[src/rtl/crc_bus_arbiter.sv]
// Round-robin arbiter and burst sequencer for the shared CRC register bus.
// Each granted master gets one read or write burst; all outputs are registered.
module crc_bus_arbiter #(
  parameter int NREQ      = 2,
  parameter int MAX_BURST = 4,
  parameter int RD_LAT    = 1,
  localparam int LW       = $clog2(MAX_BURST)
) (
  input  logic                          clk,
  input  logic                          rst,
  input  logic [NREQ-1:0]               req,
  input  logic [NREQ-1:0]               req_rw,
  input  logic [NREQ*32-1:0]            req_addr,
  input  logic [NREQ*LW-1:0]            req_len,
  input  logic [NREQ*32*MAX_BURST-1:0]  req_wdata,
  output logic [NREQ-1:0]               gnt,
  output logic [NREQ-1:0]               rvalid,
  output logic [31:0]                   rdata,
  output logic [NREQ-1:0]               done,
  output logic                          crc_sel,
  output logic                          crc_rw,
  output logic [31:0]                   crc_addr,
  output logic [31:0]                   crc_data_wr,
  input  logic [31:0]                   crc_data_rd
);

  localparam int PW = $clog2(NREQ);
  localparam int WW = $clog2(RD_LAT + 1);
  localparam int BW = 32 * MAX_BURST;

  typedef enum logic [1:0] {S_IDLE, S_ISSUE, S_RWAIT, S_FIN} state_t;

  state_t          r_state, w_state_nxt;
  logic [PW-1:0]   r_owner, w_owner_nxt;
  logic [PW-1:0]   r_rr_ptr, w_rr_nxt;
  logic [LW-1:0]   r_beat, w_beat_nxt;
  logic [WW-1:0]   r_wait, w_wait_nxt;
  logic [LW-1:0]   r_len;
  logic [BW-1:0]   r_wdata;
  logic [NREQ-1:0] r_gnt, r_rvalid, r_done;
  logic [NREQ-1:0] w_gnt_nxt, w_rvalid_nxt, w_done_nxt;
  logic [31:0]     r_rdata, w_rdata_nxt;
  logic            r_crc_sel, w_sel_nxt;
  logic            r_crc_rw, w_crc_rw_nxt;
  logic [31:0]     r_crc_addr, w_crc_addr_nxt;
  logic [31:0]     r_crc_wr, w_crc_wr_nxt;

  logic            w_found;
  logic [PW-1:0]   w_win;
  logic [BW-1:0]   w_win_wdata;
  logic            w_load;
  logic            w_more;
  logic            w_step;
  logic [LW-1:0]   w_beat_inc;
  logic [31:0]     w_next_wr;

  // Search starts one past the last finisher, so it has lowest priority.
  always_comb begin : arb
    int idx;
    w_found = 1'b0;
    w_win   = '0;
    idx     = 0;
    for (int i = 1; i <= NREQ; i++) begin
      idx = int'(r_rr_ptr) + i;
      if (idx >= NREQ) idx = idx - NREQ;
      if (!w_found && req[PW'(idx)]) begin
        w_found = 1'b1;
        w_win   = PW'(idx);
      end
    end
  end

  assign w_win_wdata = req_wdata[BW*int'(w_win) +: BW];
  assign w_load      = (r_state == S_IDLE) && w_found;
  assign w_more      = (r_beat < r_len);
  assign w_beat_inc  = r_beat + LW'(1);
  assign w_next_wr   = r_crc_rw ? r_wdata[32*int'(w_beat_inc) +: 32] : '0;

  // NOTE: every signal driven here gets a default first, so no path leaves one unassigned and no latch is inferred.
  always_comb begin
    w_state_nxt    = r_state;
    w_owner_nxt    = r_owner;
    w_rr_nxt       = r_rr_ptr;
    w_beat_nxt     = r_beat;
    w_wait_nxt     = r_wait;
    w_gnt_nxt      = '0;
    w_rvalid_nxt   = '0;
    w_done_nxt     = '0;
    w_sel_nxt      = 1'b0;
    w_rdata_nxt    = r_rdata;
    w_crc_rw_nxt   = r_crc_rw;
    w_crc_addr_nxt = r_crc_addr;
    w_crc_wr_nxt   = r_crc_wr;
    w_step         = 1'b0;

    unique case (r_state)
      S_IDLE: begin
        if (w_found) begin
          w_state_nxt      = S_ISSUE;
          w_owner_nxt      = w_win;
          w_gnt_nxt[w_win] = 1'b1;
          w_sel_nxt        = 1'b1;
          w_beat_nxt       = '0;
          w_crc_rw_nxt     = req_rw[w_win];
          w_crc_addr_nxt   = req_addr[32*int'(w_win) +: 32];
          w_crc_wr_nxt     = req_rw[w_win] ? w_win_wdata[31:0] : '0;
        end
      end
      S_ISSUE: begin
        if (!r_crc_rw) begin
          w_state_nxt = S_RWAIT;
          w_wait_nxt  = '0;
        end else if (w_more) begin
          w_step = 1'b1;
        end else begin
          w_state_nxt         = S_FIN;
          w_done_nxt[r_owner] = 1'b1;
        end
      end
      S_RWAIT: begin
        if (r_wait == WW'(RD_LAT - 1)) begin
          w_rvalid_nxt[r_owner] = 1'b1;
          w_rdata_nxt           = crc_data_rd;
          if (w_more) begin
            w_step = 1'b1;
          end else begin
            w_state_nxt         = S_FIN;
            w_done_nxt[r_owner] = 1'b1;
          end
        end else begin
          w_wait_nxt = r_wait + WW'(1);
        end
      end
      S_FIN: begin
        w_state_nxt = S_IDLE;
        w_rr_nxt    = r_owner;
      end
      default: w_state_nxt = S_IDLE;
    endcase

    // Next beat of the current burst; address wraps naturally at 2^32.
    if (w_step) begin
      w_state_nxt    = S_ISSUE;
      w_sel_nxt      = 1'b1;
      w_beat_nxt     = w_beat_inc;
      w_crc_addr_nxt = r_crc_addr + 32'd4;
      w_crc_wr_nxt   = w_next_wr;
    end
  end

  // NOTE: state uses non-blocking assignments so all registers update together from pre-edge values.
  always_ff @(posedge clk) begin
    if (!rst) begin
      r_state    <= S_IDLE;
      r_owner    <= '0;
      r_rr_ptr   <= PW'(NREQ - 1);
      r_beat     <= '0;
      r_wait     <= '0;
      r_gnt      <= '0;
      r_rvalid   <= '0;
      r_done     <= '0;
      r_rdata    <= '0;
      r_crc_sel  <= 1'b0;
      r_crc_rw   <= 1'b0;
      r_crc_addr <= '0;
      r_crc_wr   <= '0;
    end else begin
      r_state    <= w_state_nxt;
      r_owner    <= w_owner_nxt;
      r_rr_ptr   <= w_rr_nxt;
      r_beat     <= w_beat_nxt;
      r_wait     <= w_wait_nxt;
      r_gnt      <= w_gnt_nxt;
      r_rvalid   <= w_rvalid_nxt;
      r_done     <= w_done_nxt;
      r_rdata    <= w_rdata_nxt;
      r_crc_sel  <= w_sel_nxt;
      r_crc_rw   <= w_crc_rw_nxt;
      r_crc_addr <= w_crc_addr_nxt;
      r_crc_wr   <= w_crc_wr_nxt;
    end
  end

  // NOTE: the burst data store is not reset; it is always reloaded at grant before any beat reads it.
  always_ff @(posedge clk) begin
    if (w_load) begin
      r_len   <= req_len[LW*int'(w_win) +: LW];
      r_wdata <= w_win_wdata;
    end
  end

  assign gnt         = r_gnt;
  assign rvalid      = r_rvalid;
  assign rdata       = r_rdata;
  assign done        = r_done;
  assign crc_sel     = r_crc_sel;
  assign crc_rw      = r_crc_rw;
  assign crc_addr    = r_crc_addr;
  assign crc_data_wr = r_crc_wr;

endmodule

[config.mk]
export PLATFORM = sky130hd
export DESIGN_NAME = crc_bus_arbiter
export DESIGN_NICKNAME = d
export VERILOG_FILES = /design/src/rtl/crc_bus_arbiter.sv
export SDC_FILE = /design/constraint.sdc
export NUM_CORES = 1
export LEC_CHECK = 0
export BUFFER_PORTS_ARGS = -buffer_cell sky130_fd_sc_hd__buf_4
export CORE_MARGIN = 2
export CORE_UTILIZATION = 35
export DETAILED_ROUTE_END_ITERATION = 8
export PLACE_DENSITY = 0.7
export SYNTH_ARGS = -nofsm -noshare
export SYNTH_HDL_FRONTEND = slang
export SYNTH_SLANG_ARGS = --single-unit
[constraint.sdc]
create_clock -name clk -period 5.5 [get_ports clk]
set_input_delay 0.275 -clock clk [delete_from_list [all_inputs] [get_ports clk]]
set_output_delay 0.275 -clock clk [all_outputs]
set_load 0.005 [all_outputs]
==> impl_metrics.ini, run 1 <==
[worst_setup_path]
worstSetupPathType = reg -> reg
critical_path_required_ns = 5.88
critPathBufInv = 1
worstPathMaxFanout = 48
worstPathArrival_ns = 3.76
cpPeakStageDelay_ns = 1.08
cpLargestDelayFamily = compound AO/OA/AOI/OAI gates
critical-path-slowest-cell = dfxtp_2
start_kind = flip-flop
cp_cell_sequence = nor2b_4, o2111ai_4, buf_4, nor3_2, a311oi_1, a2111oi_1
critPathCaptureType = flip-flop
reg2reg_slack_ns = 2.12

[logic_synthesis]
ys_warn_count = 0
synthCells = 948
synthXorXnorAreaFrac = 0.00751
synth_compound_area_frac = 0.0927
syn_nets = 1317
netlist_area_sq_um = 11700
synth-simple-area-share = 0.0905
seq_area_frac_synth = 0.524
synth-main-ff-cell = edfxtp_1
avgSynthCellArea_sq_um = 12.3
ys_types = 57
synth_edf_count = 130
synthMuxAreaShare = 0.242
synth-adder-area-share = 0.00751
async_reset_ff_frac = 0
synth.ff_latch_count = 240
synth_top_family_by_area = multiplexers

[timing]
slew_headroom = 0.243
skew_ns = 0.00831
fmax_mhz = 296
tightest_slew_ns = 1.14
fin_ws_ns = 2.12
finalCritPeriodShare = 0.615
maxSlewViolCount = 0
layout_min_cycle_time_ns = 3.38
hold_slack_ns = 0.0435
tns_ns = 0
finalHoldViolations = 0
rsz0062_at_grt = no
setup_viol = 0

[floorplan]
initial_core_util = 0.357
die_w_microns = 187
die_h_microns = 187
row_count = 66
die_area_sq_um = 34800
coreArea_sq_um = 32700
io_pins = 466

[global_routing]
grt_pass1_wl_mm = 55.9
grt_max_degree = 90
grt.total_usage = 0.203
overflow = 0
grt_pass1_vias = 10200
grt_antenna_before_repair = 2

[placement]
portBuffers = 464
gp_congestion = 0.863
dp_slack_ns = 2.05
placed_cells = 1790
dpl-instance-area_sq_um = 15400
hpwl_mm = 25.3

[clock_network]
clkSinkCount = 240
numCtsBuffers = 25
clk_pin_slew_ns = 0.06
cts_root_buffer = clkbuf_16
h-tree-depth = 1
cts_resized = 0
cts.path.max_buffers = 3
cts_tree = yes
insertion_delay_ns = 0.52

[finish]
drive_above_1_share = 0.479
design_area_sq_um = 16500
final_cells = 1869
finalNetCount = 1776
area_delta_synth_final_pct = 41.9

[run_status]
outcome = completed

[run]
cap_violations = 0

[pwr]
p_leak_nw = 6.58
ir_drop_mv = 0.218
pwr_density_cell_nw_per_um2 = 377

[routing]
drt_pre_antenna_iters = 5
drc = 0
ant_nets = 0
vias = 9646
wl_per_cell_microns = 19.4
drt_wl_total_mm = 36.2
vias_per_cell = 5.16
drt_iter0_drc = 452

[min_path]
hold_path.class = in -> reg
power breakdown:
part | internal, mW | switching, mW
Combinational | 0.916 | 0.990
Sequential | 2.42 | 0.260
Clock | 0.953 | 0.695
Total | 4.29 | 1.95
synthesized netlist by cell type (2+ instances only):
| master | n | share of area |
|---|---|---|
| nand4_1 | 10 | 0.0054 |
| a2111oi_1 | 2 | 0.0017 |
| edfxtp_1 | 130 | 0.33 |
| a311oi_1 | 17 | 0.013 |
| and2_1 | 2 | 0.0011 |
| o22a_1 | 4 | 0.0030 |
| nand3_1 | 49 | 0.021 |
| buf_2 | 22 | 0.0094 |
| mux2_2 | 118 | 0.11 |
| buf_4 | 14 | 0.0090 |
| nand2_1 | 42 | 0.014 |
| xor2_1 | 9 | 0.0068 |
| mux4_2 | 32 | 0.062 |
| nor3_1 | 15 | 0.0064 |
| mux2i_1 | 59 | 0.051 |
| a22oi_1 | 2 | 0.0013 |
| a211oi_1 | 20 | 0.013 |
| a21oi_1 | 73 | 0.031 |
| nor2b_1 | 3 | 0.0016 |
| a31oi_1 | 5 | 0.0027 |
| and3_1 | 13 | 0.0070 |
| o21ai_1 | 9 | 0.0039 |
| o31a_1 | 3 | 0.0023 |
| inv_1 | 10 | 0.0032 |
| nor2_1 | 66 | 0.021 |
| o211a_1 | 2 | 0.0017 |
| o211ai_1 | 2 | 0.0013 |
| buf_1 | 10 | 0.0032 |
| o21ai_0 | 11 | 0.0047 |
| ha_1 | 7 | 0.0075 |
| o32ai_1 | 2 | 0.0015 |
| mux2_1 | 16 | 0.015 |
| clkbuf_1 | 28 | 0.0090 |
| nor4_2 | 3 | 0.0032 |
| buf_6 | 2 | 0.0019 |
| dfxtp_1 | 110 | 0.19 |
| o22ai_1 | 2 | 0.0011 |
| o32a_1 | 5 | 0.0043 |
through the flow:
stage          utilization  power (mW)
2_1_floorplan            -        3.79
3_3_place_gp         0.472        4.56
3_5_place_dp         0.472        4.61
4_1_cts              0.506        6.29
5_1_grt              0.506        6.55
6_report             0.506        6.24
state kept, by name, summed over array words and instances (netlist names):
register	cells
crc_rw	1
crc_sel	1
r_wdata	128
r_len	2
done	2
gnt	2
r_rr_ptr	1
rdata	32
crc_data_wr	32
rvalid	2
r_state	2
r_beat	2
r_owner	1
crc_addr	32
per-layer routing:
layer / part of all wire / GRT usage / wire length (microns)
met2: 0.51 / 0.371 / 18600
met1: 0.38 / 0.235 / 13800
met4: 0.029 / 0.0693 / 1040
met5: 0 / 0 / 0
met3: 0.077 / 0.0461 / 2800
worst paths after layout:
path / start / end / cells after the start
max: r_beat[0]$_SDFFE_PN0P_ / crc_addr[11]$_SDFFE_PN0P_ / 6
min: rst / r_rr_ptr$_SDFFE_PN1N_ / 2
min reg2reg: r_owner$_SDFFE_PN0P_ / done[0]$_SDFF_PN0_ / 1
max reg2reg: r_beat[0]$_SDFFE_PN0P_ / crc_addr[11]$_SDFFE_PN0P_ / 6
cell families (layout without fill, tap and decap cells):
family,count (synthesis),count (layout)
simple gates,213,213
other cells,0,2
flops,240,240
fa+ha+maj,7,7
mux,225,225
compound gates,166,166
buf+inv,87,564
xor+xnor,10,10
timing repair:
action | 4_1_cts | 5_1_grt
hold buffers | 32 | 0
endpoints found under the hold margin | 32 | 0
setup buffers | 0 | 0
cell usage in the layout (no fill, tap or decap), drive strengths merged, types with 3 or more instances in the layout:
master / netlist / routed
buf: 48 / 476
mux2: 134 / 134
edfxtp: 130 / 130
dfxtp: 110 / 110
a21oi: 73 / 73
nor2: 68 / 68
mux2i: 59 / 59
nand3: 49 / 49
nand2: 43 / 43
mux4: 32 / 32
dlygate4sd3: 0 / 32
clkbuf: 28 / 32
a211oi: 20 / 20
o21ai: 20 / 20
a311oi: 17 / 17
nor3: 16 / 16
and3: 14 / 14
clkinv: 0 / 12
nand4: 11 / 11
inv: 11 / 10
xor2: 9 / 9
ha: 7 / 7
o32a: 5 / 5
a31oi: 5 / 5
o22a: 4 / 4
nor4: 4 / 4
nor2b: 4 / 4
o31a: 3 / 3
layout make-up:
type / count / area (sq um)
diodes: 2 / 5.00
multi-input cells: 621 / 5160
fillers: 2900 / 16200
flip-flops and latches: 240 / 6110
inverters: 11 / 47.5
well taps: 442 / 553
clock buffers: 32 / 673
repair buffers: 508 / 3890
clock inverters: 13 / 109
Note: power is estimated with default switching activity, not from simulation.
==> inputs of run 2 (changes only) <==
--- a/config.mk
+++ b/config.mk
@@ -9,7 +9,7 @@
 export CORE_MARGIN = 2
 export CORE_UTILIZATION = 35
 export DETAILED_ROUTE_END_ITERATION = 8
-export PLACE_DENSITY = 0.7
+export PLACE_DENSITY = 0.68
 export SYNTH_ARGS = -nofsm -noshare
 export SYNTH_HDL_FRONTEND = slang
 export SYNTH_SLANG_ARGS = --single-unit
==> constraint.sdc (replaced) <==
create_clock -name clk -period 3.5 [get_ports clk]
set_input_delay 0.175 -clock clk [delete_from_list [all_inputs] [get_ports clk]]
set_output_delay 0.175 -clock clk [all_outputs]
set_load 0.005 [all_outputs]
==> run 2 against run 1 <==
Against the previous run: hold slack better by 0.021 ns; count of clock-buffer cells in the layout up 3; combinational power up 81%; global-route usage up 2.9 points; utilization up 8.6 points; sequential share of layout area down 5.4 points; die area unchanged; first-iteration DRC count up 9.5%; wire length up 16%; maximum frequency up 36%; flip-flop and latch count unchanged; largest power group unchanged; highest routed layer unchanged.
==> impl_metrics.ini, run 2 (synthesized netlist as in run 1, its figures left out) <==
[run_status]
outcome = completed

[timing]
setup_viol = 0
fmax_mhz = 401
slew_headroom = 0.355
tightest_slew_ns = 0.968
rsz0062_at_grt = no
finalCritPeriodShare = 0.712
maxSlewViolCount = 0
hold_slack_ns = 0.0643
skew_ns = 0.0106
finalHoldViolations = 0
tns_ns = 0
layout_min_cycle_time_ns = 2.49

[worst_setup_path]
worstPathArrival_ns = 2.91
critPathCaptureType = flip-flop
start_kind = flip-flop
cpPeakStageDelay_ns = 0.63
critical_path_required_ns = 3.92
cpLargestDelayFamily = compound AO/OA/AOI/OAI gates
worstSetupPathType = reg -> reg
cp_cell_sequence = inv_1, ha_1, o2111ai_4, nand2_1, a211oi_1, a2111oi_1
critPathBufInv = 1
critical-path-slowest-cell = nand2_1
worstPathMaxFanout = 19

[clock_network]
h-tree-depth = 1
insertion_delay_ns = 0.53
clkSinkCount = 240
cts.path.max_buffers = 3
cts_tree = yes
cts_root_buffer = clkbuf_16
cts_resized = 0
clk_pin_slew_ns = 0.06
numCtsBuffers = 26

[routing]
vias = 11000
drc = 0
vias_per_cell = 5.13
drt_pre_antenna_iters = 7
ant_nets = 0
drt_wl_total_mm = 42.0
wl_per_cell_microns = 19.6
drt_iter0_drc = 495

[run]
cap_violations = 0

[global_routing]
grt_pass1_vias = 11700
grt_antenna_before_repair = 1
overflow = 0
grt_pass1_wl_mm = 64.1
grt.total_usage = 0.233
grt_max_degree = 84

[placement]
portBuffers = 464
placed_cells = 1793
gp_congestion = 0.875
hpwl_mm = 25.4

[floorplan]
row_count = 66
die_h_microns = 187
io_pins = 466
initial_core_util = 0.357
die_w_microns = 187
coreArea_sq_um = 32700
die_area_sq_um = 34800

[pwr]
clockPowerShare = 0.270
p_leak_nw = 7.76
pwr_density_cell_nw_per_um2 = 542
seqPwrFrac = 0.400
power.switching_mw = 3.24
intPower_mw = 7.26
swShare = 0.308
comb_power_share = 0.330
ir_drop_mv = 0.302

[finish]
n_fill_cell = 2501
area_delta_synth_final_pct = 66.2
layout_common_cells = buf_4 (473), dlygate4sd3_1 (294), edfxtp_1 (130), mux2_2 (118), dfxtp_1 (107)
final_core_util = 0.592
final_cells = 2136
final_common_cell = buf_4
top_register = r_wdata
drive_above_1_share = 0.409
largest_reg_flops = 128
finalNetCount = 2042

[min_path]
hold_path.class = in -> reg
## run 2: repair_timing
| item | CTS | global route |
|---|---|---|
| setup buffers | 0 | 0 |
| endpoints found under the hold margin | 166 | 0 |
| hold buffers | 294 | 0 |
## run 2: stage by stage
stage | setup slack (ns) | cell area [sq um] | power, mW
floorplan | 0.105 | 11700 | 5.92
global placement | 1.08 | 15500 | 7.21
detailed placement | 1.05 | 15500 | 7.29
CTS | 1.05 | 19400 | 10.5
global route | 0.865 | 19400 | 11.0
finish | 1.01 | 19400 | 10.5
## run 2: power by group through the flow
stage | Clock [mW] | Sequential, mW | Combinational, mW
finish | 2.84 | 4.20 | 3.46
global route | 3.00 | 4.27 | 3.72
CTS | 2.89 | 4.17 | 3.42
detailed placement | 0 | 4.22 | 3.07
global placement | 0 | 4.19 | 3.02
floorplan | 0 | 4.19 | 1.73
## run 2: area by class of cell
class | instances | area [sq um] | area share
diodes | 1 | 2.50 | 0.000129
clock buffers | 35 | 736 | 0.0380
clock inverters | 13 | 153 | 0.00788
inverters | 11 | 47.5 | 0.00245
multi-input cells | 621 | 5160 | 0.266
flip-flops and latches | 240 | 6110 | 0.315
well taps | 442 | 553 | 0.0285
repair buffers | 773 | 6610 | 0.341
## run 2: per-layer routing
| layer | vias to the layer above | wire length (microns) | global-route usage |
|---|---|---|---|
| met3 | 109 | 3020 | 0.0581 |
| met2 | 510 | 21800 | 0.437 |
| met1 | 5283 | 15300 | 0.245 |
| met4 | 0 | 1790 | 0.104 |
| li1 | 5065 | - | - |
| met5 | - | 0 | 0 |
## run 2: final timing paths
kind                                start                         to  slack (ns)  depth (start not counted)
setup reg to reg  r_state[0]$_SDFFE_PN0P_  crc_addr[11]$_SDFFE_PN0P_        1.01                          6
hold reg to reg      r_owner$_SDFFE_PN0P_         done[0]$_SDFF_PN0_        0.48                          1
setup / recovery  r_state[0]$_SDFFE_PN0P_  crc_addr[11]$_SDFFE_PN0P_        1.01                          6
hold / removal                req_addr[4]   crc_addr[4]$_SDFFE_PN0P_        0.06                          4
## run 2: worst min-delay path, delay by kind of cell
family / cells / cell delay, ns
AOI/OAI and AO/OA: 2 / 0.17
muxes: 1 / 0.14
buffers and inverters: 1 / 0.07
==> inputs of run 3 (changes only) <==
--- a/config.mk
+++ b/config.mk
@@ -5,11 +5,12 @@
 export SDC_FILE = /design/constraint.sdc
 export NUM_CORES = 1
 export LEC_CHECK = 0
+export ABC_AREA = 1
 export BUFFER_PORTS_ARGS = -buffer_cell sky130_fd_sc_hd__buf_4
 export CORE_MARGIN = 2
 export CORE_UTILIZATION = 35
 export DETAILED_ROUTE_END_ITERATION = 8
-export PLACE_DENSITY = 0.68
+export PLACE_DENSITY = 0.7
 export SYNTH_ARGS = -nofsm -noshare
 export SYNTH_HDL_FRONTEND = slang
 export SYNTH_SLANG_ARGS = --single-unit
==> constraint.sdc (replaced) <==
create_clock -name clk -period 2.2 [get_ports clk]
set_input_delay 0.11 -clock clk [delete_from_list [all_inputs] [get_ports clk]]
set_output_delay 0.11 -clock clk [all_outputs]
set_load 0.005 [all_outputs]
==> run 3 against run 2 <==
Against the previous run: utilization is 0.81 points higher; wire length rose by 21%; via count increased by 31%; largest power group unchanged.
==> impl_metrics.ini, run 3 <==
[run_status]
outcome = completed

[clock_network]
cts_root_buffer = clkbuf_16
clk_pin_slew_ns = 0.06
cts_tree = yes
numCtsBuffers = 26
cts.path.max_buffers = 3
clkSinkCount = 240
h-tree-depth = 1
insertion_delay_ns = 0.54

[floorplan]
die_w_microns = 189
io_pins = 466
die_area_sq_um = 35900
coreArea_sq_um = 33700
die_h_microns = 189
initial_core_util = 0.357
row_count = 67

[logic_synthesis]
netlist_area_sq_um = 12000
yosys.area.top_type_share = 0.324
synth_area_leaders = edfxtp_1 (32%), nand2_1 (22%), dfxtp_1 (18%)
seq_area_frac_synth = 0.507
avgSynthCellArea_sq_um = 7.64
synth-main-ff-cell = edfxtp_1
yosysMostFrequentCell = nand2_1
syn_nets = 1945
synth_edf_count = 130
ys_warn_count = 0
synthTopCellsByCount = nand2_1 (690), edfxtp_1 (130), o21ai_0 (123), nor2_1 (115), dfxtp_1 (110)
synth_largest_area_cell = edfxtp_1
async_reset_ff_frac = 0
synthCells = 1576
ys_types = 37
synth.ff_latch_count = 240

[global_routing]
use_met3 = 0.0447
grt_pass1_wl_mm = 75.4
grt-busiest-layer = met2
grtUsageMet2 = 0.469
grt.total_usage = 0.265
grt_antenna_before_repair = 3
grt_max_degree = 130
grt_pass1_vias = 14300
gr-usage-met1 = 0.316
overflow = 0

[worst_setup_path]
critPathCaptureType = flip-flop
worstPathArrival_ns = 2.50
critical_path_required_ns = 2.59
worstSetupPathType = reg -> reg
rr_worst_depth = 7
reg2reg_slack_ns = 0.09
start_kind = flip-flop
worstPathMaxFanout = 53

[pwr]
p_leak_nw = 9.26
pwr_density_cell_nw_per_um2 = 593
ir_drop_mv = 0.517

[routing]
drc = 0
vias_per_cell = 5.11
drt_wl_total_mm = 50.6
drt_pre_antenna_iters = 5
ant_nets = 0
drt_iter0_drc = 912
wl_per_cell_microns = 18.0
vias = 14400

[min_path]
min_path_cells = 3
hold_path.class = in -> reg

[placement]
gp_congestion = 0.942
dp_slack_ns = 0.197
portBuffers = 464
hpwl_mm = 31.2

[timing]
finalHoldViolations = 0
tightest_slew_ns = 0.519
rsz0062_at_grt = no
skew_ns = 0.0179
setup_viol = 0
layout_min_cycle_time_ns = 2.11
fin_ws_ns = 0.0931
maxSlewViolCount = 0
slew_headroom = 0.653
finalCritPeriodShare = 0.958
tns_ns = 0
fmax_mhz = 475

[run]
cap_violations = 0

[finish]
largest_reg_flops = 128
final_common_cell = nand2_1
area_delta_synth_final_pct = 68.1
drive_above_1_share = 0.238
finalNetCount = 2710
top_register = r_wdata
n_fill_cell = 2770
layout_common_cells = nand2_1 (689), buf_4 (487), dlygate4sd3_1 (326), edfxtp_1 (130), o21ai_0 (123)
## run 3: where the power goes
group	switching, mW	leakage [nW]	internal [mW]	total [mW]
sequential	0.204	2.15	5.10	5.31
combinational	1.00	6.72	1.28	2.28
clock	1.81	0.395	2.60	4.41
total	3.01	9.26	8.99	12.0
## run 3: cell families after synthesis
kind of cell,share of synthesized area
XOR/XNOR,0.00655
flip-flops,0.507
adder cells (fa/ha/maj),0.00728
buffers and inverters,0.0556
AND/OR/NAND/NOR,0.299
multiplexers,0.00749
AO/OA/AOI/OAI,0.117
## run 3: worst paths after layout
kind,from,end
worst max-delay path,r_rr_ptr$_SDFFE_PN1N_,r_wdata[96]$_DFFE_PP_
worst min-delay path,req_addr[40],crc_addr[8]$_SDFFE_PN0P_
worst max register to register,r_rr_ptr$_SDFFE_PN1N_,r_wdata[96]$_DFFE_PP_
worst min register to register,r_rr_ptr$_SDFFE_PN1N_,gnt[1]$_SDFF_PN0_
## run 3: through the flow
stage	instance area, sq um	hold slack, ns	util	total power [mW]	cells
6_report	20200	0.0126	0.601	12.0	2812
5_1_grt	20200	0.0236	0.600	12.5	2811
4_1_cts	20100	0.00131	0.597	12.0	2805
3_5_place_dp	16000	0.337	0.475	7.13	2431
3_3_place_gp	16000	0.332	0.475	7.10	2431
2_1_floorplan	12000	0.245	-	6.05	1576
## run 3: repair_timing
action	in CTS	in global routing
hold buffers	326	0
gates resized for setup	0	10
setup buffers	0	1
endpoints found under the setup margin	0	73
hold endpoints to repair	186	0
## run 3: final cells by class
| type | count | area (sq um) | area share |
|---|---|---|---|
| diodes | 3 | 7.51 | 0.000371 |
| clock buffers | 37 | 713 | 0.0352 |
| clock inverters | 11 | 131 | 0.00649 |
| inverters | 63 | 251 | 0.0124 |
| multi-input cells | 1183 | 5280 | 0.261 |
| flip-flops and latches | 240 | 6110 | 0.302 |
| well taps | 448 | 561 | 0.0277 |
| repair buffers | 827 | 7190 | 0.355 |
## run 3: layer usage
| layer | wire length (microns) | part of all wire |
|---|---|---|
| met1 | 19700 | 0.39 |
| met2 | 24600 | 0.49 |
| met3 | 3970 | 0.078 |
| met4 | 2370 | 0.047 |
| met5 | 0 | 0 |
## run 3: worst max-delay path, stage by stage (launching register included)
cell           delay [ns]
dfxtp_1              0.39
inv_2                0.10
nand2_8              0.17
buf_16               0.23
buf_12               0.25
nand2_1              0.10
nand2_1              0.11
dlygate4sd3_1        0.56
